[src/rtl/cpu_ctrl_seq.sv]
// Multi-cycle control sequencer for the 16-bit CPU: one instruction in flight,
// FETCH/DECODE/EXEC/MEM/WB with a shared memory port guarded by a wait timeout.
module cpu_ctrl_seq #(
  parameter int OPW     = 4,
  parameter int TIMEOUT = 16
) (
  input  logic           clk,
  input  logic           rst_n,
  input  logic           run,
  input  logic [OPW-1:0] opcode,
  input  logic [OPW-1:0] funct,
  input  logic           alu_zero,
  input  logic           mem_ready,
  output logic           mem_req,
  output logic           mem_we,
  output logic           addr_sel,
  output logic           ir_we,
  output logic           pc_we,
  output logic [1:0]     pc_src,
  output logic           alu_src,
  output logic [OPW-1:0] alu_op,
  output logic           reg_we,
  output logic           wb_sel,
  output logic           instr_done,
  output logic           halted,
  output logic           fault,
  output logic [2:0]     state_dbg
);
  typedef enum logic [2:0] {
    S_IDLE   = 3'd0,
    S_FETCH  = 3'd1,
    S_DECODE = 3'd2,
    S_EXEC   = 3'd3,
    S_MEM    = 3'd4,
    S_WB     = 3'd5,
    S_HALT   = 3'd6
  } state_e;

  localparam logic [OPW-1:0] OP_R    = OPW'(0);
  localparam logic [OPW-1:0] OP_ADDI = OPW'(1);
  localparam logic [OPW-1:0] OP_LW   = OPW'(2);
  localparam logic [OPW-1:0] OP_SW   = OPW'(3);
  localparam logic [OPW-1:0] OP_BEQ  = OPW'(4);
  localparam logic [OPW-1:0] OP_JMP  = OPW'(5);
  localparam logic [OPW-1:0] OP_HALT = OPW'(15);
  localparam logic [OPW-1:0] ALU_ADD = OPW'(0);
  localparam logic [OPW-1:0] ALU_SUB = OPW'(1);

  // Counter only needs to reach TIMEOUT-1: the wait that would make it TIMEOUT is the fault.
  localparam int CW = (TIMEOUT > 1) ? $clog2(TIMEOUT) : 1;

  state_e          state_q, state_d;
  logic [CW-1:0]   cnt_q, cnt_d;
  logic            fault_q, fault_d;
  logic            run_q;
  logic            tmo;
  logic            is_lw, is_sw;

  assign is_lw = (opcode == OP_LW);
  assign is_sw = (opcode == OP_SW);
  assign tmo   = (TIMEOUT != 0) && (cnt_q == CW'(TIMEOUT - 1)) && !mem_ready;

  always_ff @(posedge clk or negedge rst_n) begin
    if (!rst_n) begin
      state_q <= S_IDLE;
      cnt_q   <= '0;
      fault_q <= 1'b0;
      run_q   <= 1'b0;
    end else begin
      state_q <= state_d;
      cnt_q   <= cnt_d;
      fault_q <= fault_d;
      run_q   <= run;
    end
  end

  always_comb begin
    state_d    = state_q;
    cnt_d      = '0;
    fault_d    = fault_q;
    mem_req    = 1'b0;
    mem_we     = 1'b0;
    addr_sel   = 1'b0;
    ir_we      = 1'b0;
    pc_we      = 1'b0;
    pc_src     = 2'd0;
    alu_src    = 1'b0;
    alu_op     = ALU_ADD;
    reg_we     = 1'b0;
    wb_sel     = 1'b0;
    instr_done = 1'b0;
    halted     = 1'b0;
    case (state_q)
      S_IDLE: if (run) state_d = S_FETCH;
      S_FETCH: begin
        mem_req = 1'b1;
        if (mem_ready) begin
          ir_we   = 1'b1;
          pc_we   = 1'b1;
          state_d = S_DECODE;
        end else if (tmo) begin
          fault_d = 1'b1;
          state_d = S_HALT;
        end else begin
          cnt_d = cnt_q + CW'(1);
        end
      end
      S_DECODE: state_d = S_EXEC;
      S_EXEC: begin
        case (opcode)
          OP_R: begin
            alu_op  = funct;
            state_d = S_WB;
          end
          OP_ADDI: begin
            alu_src = 1'b1;
            state_d = S_WB;
          end
          OP_LW, OP_SW: begin
            alu_src = 1'b1;
            state_d = S_MEM;
          end
          OP_BEQ: begin
            alu_op     = ALU_SUB;
            pc_we      = alu_zero;
            pc_src     = alu_zero ? 2'd1 : 2'd0;
            instr_done = 1'b1;
            state_d    = S_FETCH;
          end
          OP_JMP: begin
            pc_we      = 1'b1;
            pc_src     = 2'd2;
            instr_done = 1'b1;
            state_d    = S_FETCH;
          end
          OP_HALT: begin
            instr_done = 1'b1;
            state_d    = S_HALT;
          end
          default: begin
            fault_d = 1'b1;
            state_d = S_HALT;
          end
        endcase
      end
      S_MEM: begin
        mem_req  = 1'b1;
        addr_sel = 1'b1;
        mem_we   = is_sw;
        alu_src  = 1'b1;
        if (mem_ready) begin
          if (is_lw) begin
            state_d = S_WB;
          end else begin
            instr_done = 1'b1;
            state_d    = S_FETCH;
          end
        end else if (tmo) begin
          fault_d = 1'b1;
          state_d = S_HALT;
        end else begin
          cnt_d = cnt_q + CW'(1);
        end
      end
      S_WB: begin
        reg_we     = 1'b1;
        wb_sel     = is_lw;
        instr_done = 1'b1;
        state_d    = S_FETCH;
      end
      S_HALT: begin
        halted = 1'b1;
        // Resume needs a fresh 0->1 on run; a level held since before HALT is ignored.
        if (run && !run_q) state_d = S_FETCH;
      end
      default: state_d = S_IDLE;
    endcase
  end

  assign fault     = fault_q;
  assign state_dbg = state_q;

endmodule
[config.mk]
export PLATFORM = sky130hd
export DESIGN_NAME = cpu_ctrl_seq
export DESIGN_NICKNAME = d
export VERILOG_FILES = /design/src/rtl/cpu_ctrl_seq.sv
export SDC_FILE = /design/constraint.sdc
export NUM_CORES = 1
export LEC_CHECK = 0
export ABC_AREA = 1
export BUFFER_PORTS_ARGS = -buffer_cell sky130_fd_sc_hd__clkbuf_2
export CAP_MARGIN = 10
export CELL_PAD_IN_SITES_DETAIL_PLACEMENT = 1
export CELL_PAD_IN_SITES_GLOBAL_PLACEMENT = 1
export CORE_UTILIZATION = 30
export DETAILED_ROUTE_END_ITERATION = 7
export PLACE_DENSITY_LB_ADDON = 0.1
export SYNTH_ARGS = -nofsm -noshare
export SYNTH_HDL_FRONTEND = slang
export SYNTH_SLANG_ARGS = --single-unit
[constraint.sdc]
create_clock -name clk -period 1.3 [get_ports clk]
set_input_delay 0.26 -clock clk [delete_from_list [all_inputs] [get_ports clk]]
set_output_delay 0.26 -clock clk [all_outputs]
set_load 0.005 [all_outputs]
---- Word-level counts from Yosys, hierarchy flattened ----
Cells that the tools add are included.
storage, ports and cells
  register bits ........................... 9
  bits of input ports ..................... 13
  output and inout port bits .............. 20
  word-level logic and storage cells ...... 75
cells by class
  add/sub/neg operators ................... 1
  equality and inequality tests ........... 18
  mux-type cells .......................... 36
  reductions and logical operators ........ 16
operators with widths
  operator                                                          count
  3-bit case mux with 7 select lines                                1
  3-bit 2-to-1 mux                                                  6
  1-bit 2-to-1 mux                                                  16
  4-bit 2-to-1 mux                                                  4
  3-bit == test (second input constant)                             3
  3-bit case mux with 3 select lines                                1
  4-bit by 2-bit == test with 1-bit output (second input constant)  2
  4-bit by 3-bit == test with 1-bit output (second input constant)  2
  4-bit == test (second input constant)                             2
  2-bit != test (second input constant)                             4
  1-bit case mux with 2 select lines                                4
  4-bit case mux with 2 select lines                                1
  2-bit OR reduction                                                4
  7-bit OR reduction                                                1
  3-bit by 2-bit == test with 1-bit output (second input constant)  2
  3-bit OR reduction                                                2
  4-bit by 1-bit adder with 4-bit output (second input constant)    1
  4-bit by 1-bit == test with 1-bit output (second input constant)  1
  4-bit zero test                                                   1
  2-bit case mux with 2 select lines                                1
  4-bit AND reduction                                               1
  3-bit by 1-bit == test with 1-bit output (second input constant)  1
  3-bit zero test                                                   1
  1-bit case mux with 3 select lines                                1
  6 further kinds                                                   8

---- Depth between registers and ports, before layout ----
Gate-level depths: netlist of the first run.
  word-level depth ........................ 5
  mapped depth ............................ 8
  depth with buffers taken out ............ 8

---- Worst setup path after synthesis of the first run ----
Ideal clock, no wire load.
  path type ............................... register to output
  start ................................... register state_q[2] (netlist: state_dbg[2])
  end ..................................... output port alu_src
  arrival ................................. 0.969 ns
  data required time ...................... 1.040 ns
  path slack .............................. 0.071 ns
  cell stages (with the launch flop) ...... 5
  path buffers ............................ 1
  cells stage by stage .................... dfrtp_1 -> buf_2 -> inv_2 -> nand3_2 -> o31ai_1
on the way
  longest elaborated chain between the ends .. 2
  elaborated cells between the ends (all ways) .. 3
  classes of those cells .................. 2 x eq/ne; 1 x mux
ends and longest elaborated chain
  element                                                                           RTL line  text
  start, declared                                                                   52        state_e state_q, state_d;
  start signal, assigned                                                            70        state_q <= state_d;
  3-bit == test / 3-bit by 2-bit == test with 1-bit output (equally long branches)  93        case (state_q)
  1-bit case mux with 2 select lines *                                              93
  end, declared                                                                     20        output logic alu_src,
Mark *: on every way between the ends. The rest lies on a longest branch, timed or not.

---- Worst setup path after layout of the first run ----
  start ................................... register state_q[2] (netlist: state_dbg[2])
  end ..................................... output port pc_src[1]
on the way
  longest elaborated chain between the ends .. 2
ends and longest elaborated chain
  element                                   RTL line  text
  3-bit by 2-bit == test with 1-bit output  93
  2-bit 2-to-1 mux                          93
  end, declared                             19        output logic [1:0] pc_src,
Every way passes these cells.

==> impl_metrics.ini, run 1 <==
[timing]
fin_skew_ns = 0.005952
period_needed_ns = 1.635
finalMaxSlewViolations = 0
fmaxAchievable_mhz = 611.5
hold_viol_final = 0
hold_ws_ns = 0.1061
final-setup-viol-count = 21
grt_setup_unrepaired = true
relSlewSlack_pct = 79.21
worst_slew_pin_slew_ns = 0.3115
worst_slack_ns = -0.3353
period_share_pct = 125.8

[clocking]
clk_pin_slew_ns = 0.07
max-clock-path-buffers = 2
htreeDepth = 1
clkLatencyLatePin_ns = 0.28
root_buffer = clkbuf_4
cts.sinks = 9
numCtsBuffers = 3
cts_tree = yes

[power_and_ir_drop]
p_per_area_nw_per_um2 = 1864
clock_power_share_pct = 9.5
pwr-share-seq_pct = 19.9
p_switching_w = 0.001113
p_comb_share_pct = 70.7
p_int_w = 0.001344
ir_worst_vdd_mv = 1.065
power.leakage_nw = 0.6988
switching_share_pct = 45.30

[grt]
grt_pass1_vias = 958
grt_overflow = 0
grt_pass1_wl_um = 4098
grt_usage_pct = 21.68
antenna_found_initial = 0
grt_max_degree = 10

[flow_run]
maxCapViolations = 0

[logic_synthesis]
syn-cell-area_um2 = 709.4
synth_nets = 121
seq_area_frac_synth_pct = 31.75
synth-seq-cells = 9
synth.avg_cell_area_um2 = 6.630
netlist_instances = 107
synth_area_leaders = dfrtp_1, nand2_1, nor2_1
yosysTopAreaCellShare_pct = 31.75
yosysUniqueCellTypes = 26
ys_warn_count = 0
yosysTopAreaCell = dfrtp_1

[worst_setup_path]
critPathMaxFanout = 6
reg2reg_to = state_dbg[2]
arrival_ns = 1.38
critPathLaunchType = flop
crit_path_end_kind = output pin
crit_type = reg2out
r2r_start = state_dbg[2]
required_ns = 1.04
reg2regPathDepth = 9
regToRegSetupSlack_ns = -0.11

[outcome]
status = complete, but fails checks
failed_checks = negative setup slack

[cells_and_area]
fill_cells = 298
drive_above_1_share_pct = 60.00
antenna_cells = 0
stdcell_area_um2 = 1318
layout_commonest_cell = clkbuf_2
area_growth_pct = 85.71
mostFrequentLayoutCells = clkbuf_2, nand2_1, buf_4, nor2_1, inv_1
fin_nets = 185

[hold_path]
hold_path.class = in2reg
min_to = run_q
hold-path-cell-count = 1
hold_start = run

[detailed_routing]
first_pass_iters = 4
wire_per_inst_um = 15.37
viasPerCell = 4.995
first_iter_violations = 18
wl_um = 3044
num_vias = 989
drc = 0
ant_nets = 0

[place]
port_buffers = 32
placed_cell_area_um2 = 997.2
place_ws_ns = -0.08592
dpl.hpwl_um = 1859
place_congestion = 0.7832

[floorplan]
fp-row-count = 17
floorplan.initialDensity_pct = 32.07
die_area_um2 = 2563
dieHeight_um = 50.63
die_w_um = 50.63
core_um2 = 2212
ios = 33
## power by group through the flow
stage | combinational, W | clock, W | sequential (W)
2_1_floorplan | 0.000544 | 0 | 0.000428
3_3_place_gp | 0.000967 | 0 | 0.000442
3_5_place_dp | 0.000994 | 0 | 0.000439
4_1_cts | 0.00122 | 0.000234 | 0.000479
5_1_grt | 0.00187 | 0.000253 | 0.000497
6_report | 0.00174 | 0.000233 | 0.000488
## worst max-delay path: stages (launching register included)
cell and delay [ns]:
dfrtp_2 0.46, inv_4 0.10, nand3_4 0.13, nor3_2 0.24, buf_2 0.17
## per-stage QoR
stage               util, %  power (W)  setup TNS [ns]  cells
finish                59.56   0.002456          -4.584    198
global route          59.56   0.002621          -5.833    198
CTS                   51.30   0.001933          -3.725    187
detailed placement    45.08   0.001433         -0.2757    179
global placement      45.08   0.001408         -0.2231    179
floorplan                 -  0.0009723               0    107
## synth_stat cells
cell      instances
dfrtp_1           9
nand2_4           2
nand4_1           1
nand2_1          24
nor3_2            1
ha_1              1
o22ai_1           1
clkinv_2          1
o211ai_1          1
xor2_1            1
inv_2             3
o31ai_1           1
nand2_2           3
buf_2             1
inv_1            13
o21ai_0           3
nand3_1           9
xnor2_1           1
o21ai_1           1
nor2_1           20
nor3b_2           1
nor2_2            1
a21oi_1           1
a31oi_1           1
nor3_1            3
nand3_2           3
## state kept, by name, summed over array words and instances (netlist names)
register,flops
state_dbg,3
run_q,1
cnt_q,4
fault,1
## layout make-up
class | count | area (µm²) | share of cell area, %
well taps | 28 | 35.03 | 2.659
clock buffers | 4 | 26.28 | 1.994
inverters | 17 | 78.83 | 5.983
multi-input cells | 80 | 536.8 | 40.74
repair buffers | 60 | 411.6 | 31.24
flip-flops and latches | 9 | 229.0 | 17.38
## worst max-delay path by stage
stage	startpoint	end	slack, ns	cells past startpoint
2_1_floorplan	state_dbg[2]	alu_src	0.07	4
3_3_place_gp	state_dbg[1]	wb_sel	-0.04	6
3_5_place_dp	state_dbg[1]	wb_sel	-0.09	6
4_1_cts	state_dbg[2]	instr_done	-0.28	6
5_1_grt	state_dbg[2]	pc_src[1]	-0.36	4
6_report	state_dbg[2]	pc_src[1]	-0.34	4
## per-layer routing
layer / share of wire, % / vias to the layer above / track usage, %
met5: 0 / - / 0
met4: 2.8 / 0 / 6.481
met3: 3.5 / 9 / 3.636
met2: 52 / 34 / 39.78
met1: 42 / 480 / 25.37
li1: - / 466 / -
## what timing repair did
action,CTS,global route
endpoints found under the hold margin,9,0
resized for setup,22,35
endpoints found under the setup margin,17,22
hold buffers,1,0
pin swaps,6,12
setup buffers,3,11
## cell families after synthesis
| group | count (synthesis) | synth area share, % |
|---|---|---|
| AO/OA/AOI/OAI | 9 | 7.407 |
| flip-flops | 9 | 31.75 |
| buffers and inverters | 18 | 9.876 |
| AND/OR/NAND/NOR | 68 | 46.74 |
| XOR/XNOR | 2 | 2.470 |
| adder cells (fa/ha/maj) | 1 | 1.763 |
Power figures use the tool's default switching activity.
==> inputs of run 2 (changes only) <==
CTS_BUF_LIST = sky130_fd_sc_hd__clkbuf_16   (was unset)
==> run 2 against run 1 <==
  * The flow still finishes with violations (negative setup slack)
  * Global-route usage is 0.20 points higher
  * Sequential share of layout area is 0.59 points lower
  * Non-clock buffer count is 2 higher
  * Via count is 1.3% higher
  * Clock power is 130% higher
  * First-iteration DRC count is 78% lower
  * Core utilization is 2.1 points higher
  * Sequential cell count stayed put
  * Combinational power hardly changed
  * Maximum frequency is 4.0% higher
  * Routed wire length is 4.8% higher
  * Power is 12% higher
==> impl_metrics.ini, run 2 (synthesis gave the netlist of run 1 again) <==
[detailed_routing]
drc = 0
num_vias = 1002
viasPerCell = 5.010
first_iter_violations = 4
wire_per_inst_um = 15.96
first_pass_iters = 4
wl_um = 3191
ant_nets = 0

[clocking]
clk_pin_slew_ns = 0.04
htreeDepth = 1
max-clock-path-buffers = 2
root_buffer = clkbuf_16
numCtsBuffers = 3
cts.sinks = 9
clkLatencyLatePin_ns = 0.23
cts_tree = yes

[outcome]
status = complete, but fails checks
failed_checks = negative setup slack

[place]
port_buffers = 32
place_congestion = 0.7832
dpl.hpwl_um = 1859
place_inst = 179

[worst_setup_path]
critPathMaxFanout = 5
regToRegSetupSlack_ns = -0.07
reg2reg_to = state_dbg[0]
required_ns = 1.04
reg2regPathDepth = 9
crit_path_end_kind = output pin
crit_type = reg2out
critPathLaunchType = flop
arrival_ns = 1.31
r2r_start = state_dbg[0]

[power_and_ir_drop]
ir_worst_vdd_mv = 1.232
p_per_area_nw_per_um2 = 2014
power.leakage_nw = 0.7341

[flow_run]
maxCapViolations = 0

[timing]
period_needed_ns = 1.572
worst_slack_ns = -0.2720
fin_skew_ns = 0.002143
fmaxAchievable_mhz = 636.1
hold_viol_final = 0
grt_setup_unrepaired = true
period_share_pct = 120.9
relSlewSlack_pct = 78.05
worst_slew_pin_slew_ns = 0.3281
finalMaxSlewViolations = 0
final-setup-viol-count = 24

[grt]
grt_overflow = 0
grt_usage_pct = 21.88
grt_pass1_vias = 970
antenna_found_initial = 0
grt_max_degree = 10
grt_pass1_wl_um = 4229

[cells_and_area]
layout_commonest_cell = clkbuf_2
area_growth_pct = 92.24
final_util_pct = 61.65
fin_nets = 187
drive_above_1_share_pct = 62.21
mostFrequentLayoutCells = clkbuf_2, buf_4, nand2_1, nor2_1, inv_1
largest_reg_flops = 4
antenna_cells = 0
regMostFlops = cnt_q
final_cells = 200

[hold_path]
min_to = run_q
hold-path-cell-count = 1
hold_path.class = in2reg
hold_start = run

[floorplan]
floorplan.initialDensity_pct = 32.07
die_w_um = 50.63
core_um2 = 2212
dieHeight_um = 50.63
ios = 33
fp-row-count = 17
die_area_um2 = 2563
-- run 2: cell count changes in the layout (fill, tap and decap cells not counted), moves of 2 or more --
cell,previous run,this run
clkbuf_2,22,26
buf_4,20,25
clkbuf_4,3,0
buf_2,8,5
nand3_2,5,7
clkbuf_16,0,3
buf_6,9,5
inv_1,10,12
-- run 2: what timing repair did --
item,in CTS,in global routing
resized for setup,25,26
pin swaps,10,8
gates cloned,0,0
buffers inserted,7,10
endpoints found under the hold margin,9,0
hold buffers,1,0
setup endpoints to repair,16,21
-- run 2: power by group --
part,internal [W],switching [W],total (W)
clock network,0.000402,0.000131,0.000533
registers,0.000354,0.000143,0.000497
logic,0.000865,0.000852,0.00172
total,0.00162,0.00113,0.00275
-- run 2: critical path, stage by stage (launching register included) --
cell	delay, ns
dfrtp_2	0.48
nor2_4	0.17
nand2_4	0.11
inv_4	0.07
nand3_2	0.08
nand3_2	0.06
clkbuf_2	0.11
-- run 2: worst max-delay path by stage --
stage | startpoint | endpoint | slack [ns] | cells past startpoint
after floorplan | state_dbg[2] | alu_src | 0.07 | 4
after global placement | state_dbg[1] | wb_sel | -0.04 | 6
after detailed placement | state_dbg[1] | wb_sel | -0.09 | 6
after CTS | state_dbg[2] | alu_op[2] | -0.22 | 6
after global routing | state_dbg[0] | instr_done | -0.32 | 6
final | state_dbg[0] | instr_done | -0.27 | 6
-- run 2: per-layer routing --
| metal | up-vias | track usage (%) | wire (µm) |
|---|---|---|---|
| met3 | 6 | 2.727 | 95 |
| met2 | 30 | 39.11 | 1640 |
| met5 | - | 0 | 0 |
| li1 | 470 | - | - |
| met1 | 496 | 27.07 | 1399 |
| met4 | 0 | 6.481 | 57 |
-- run 2: per-stage QoR --
step                hold WS [ns]  setup TNS (ns)  setup slack, ns  instance area (µm²)  power [W]
global placement          0.1199         -0.2231         -0.04134                997.2   0.001408
CTS                       0.1565          -2.725          -0.2204                 1231   0.002360
global route              0.1524          -4.962          -0.3201                 1364   0.002890
detailed placement        0.1223         -0.2757         -0.08592                997.2   0.001433
floorplan               -0.03559               0          0.07097                709.4  0.0009723
finish                    0.1581          -3.957          -0.2720                 1364   0.002747
-- run 2: cell type report --
class / count / area (µm²)
clock inverter: 1 / 3.754
clock buffer: 3 / 75.07
sequential: 9 / 229.0
inverter: 17 / 78.83
multi-input combinational: 80 / 533.0
fill: 288 / 848.3
tap: 28 / 35.03
timing repair buffer: 62 / 409.1
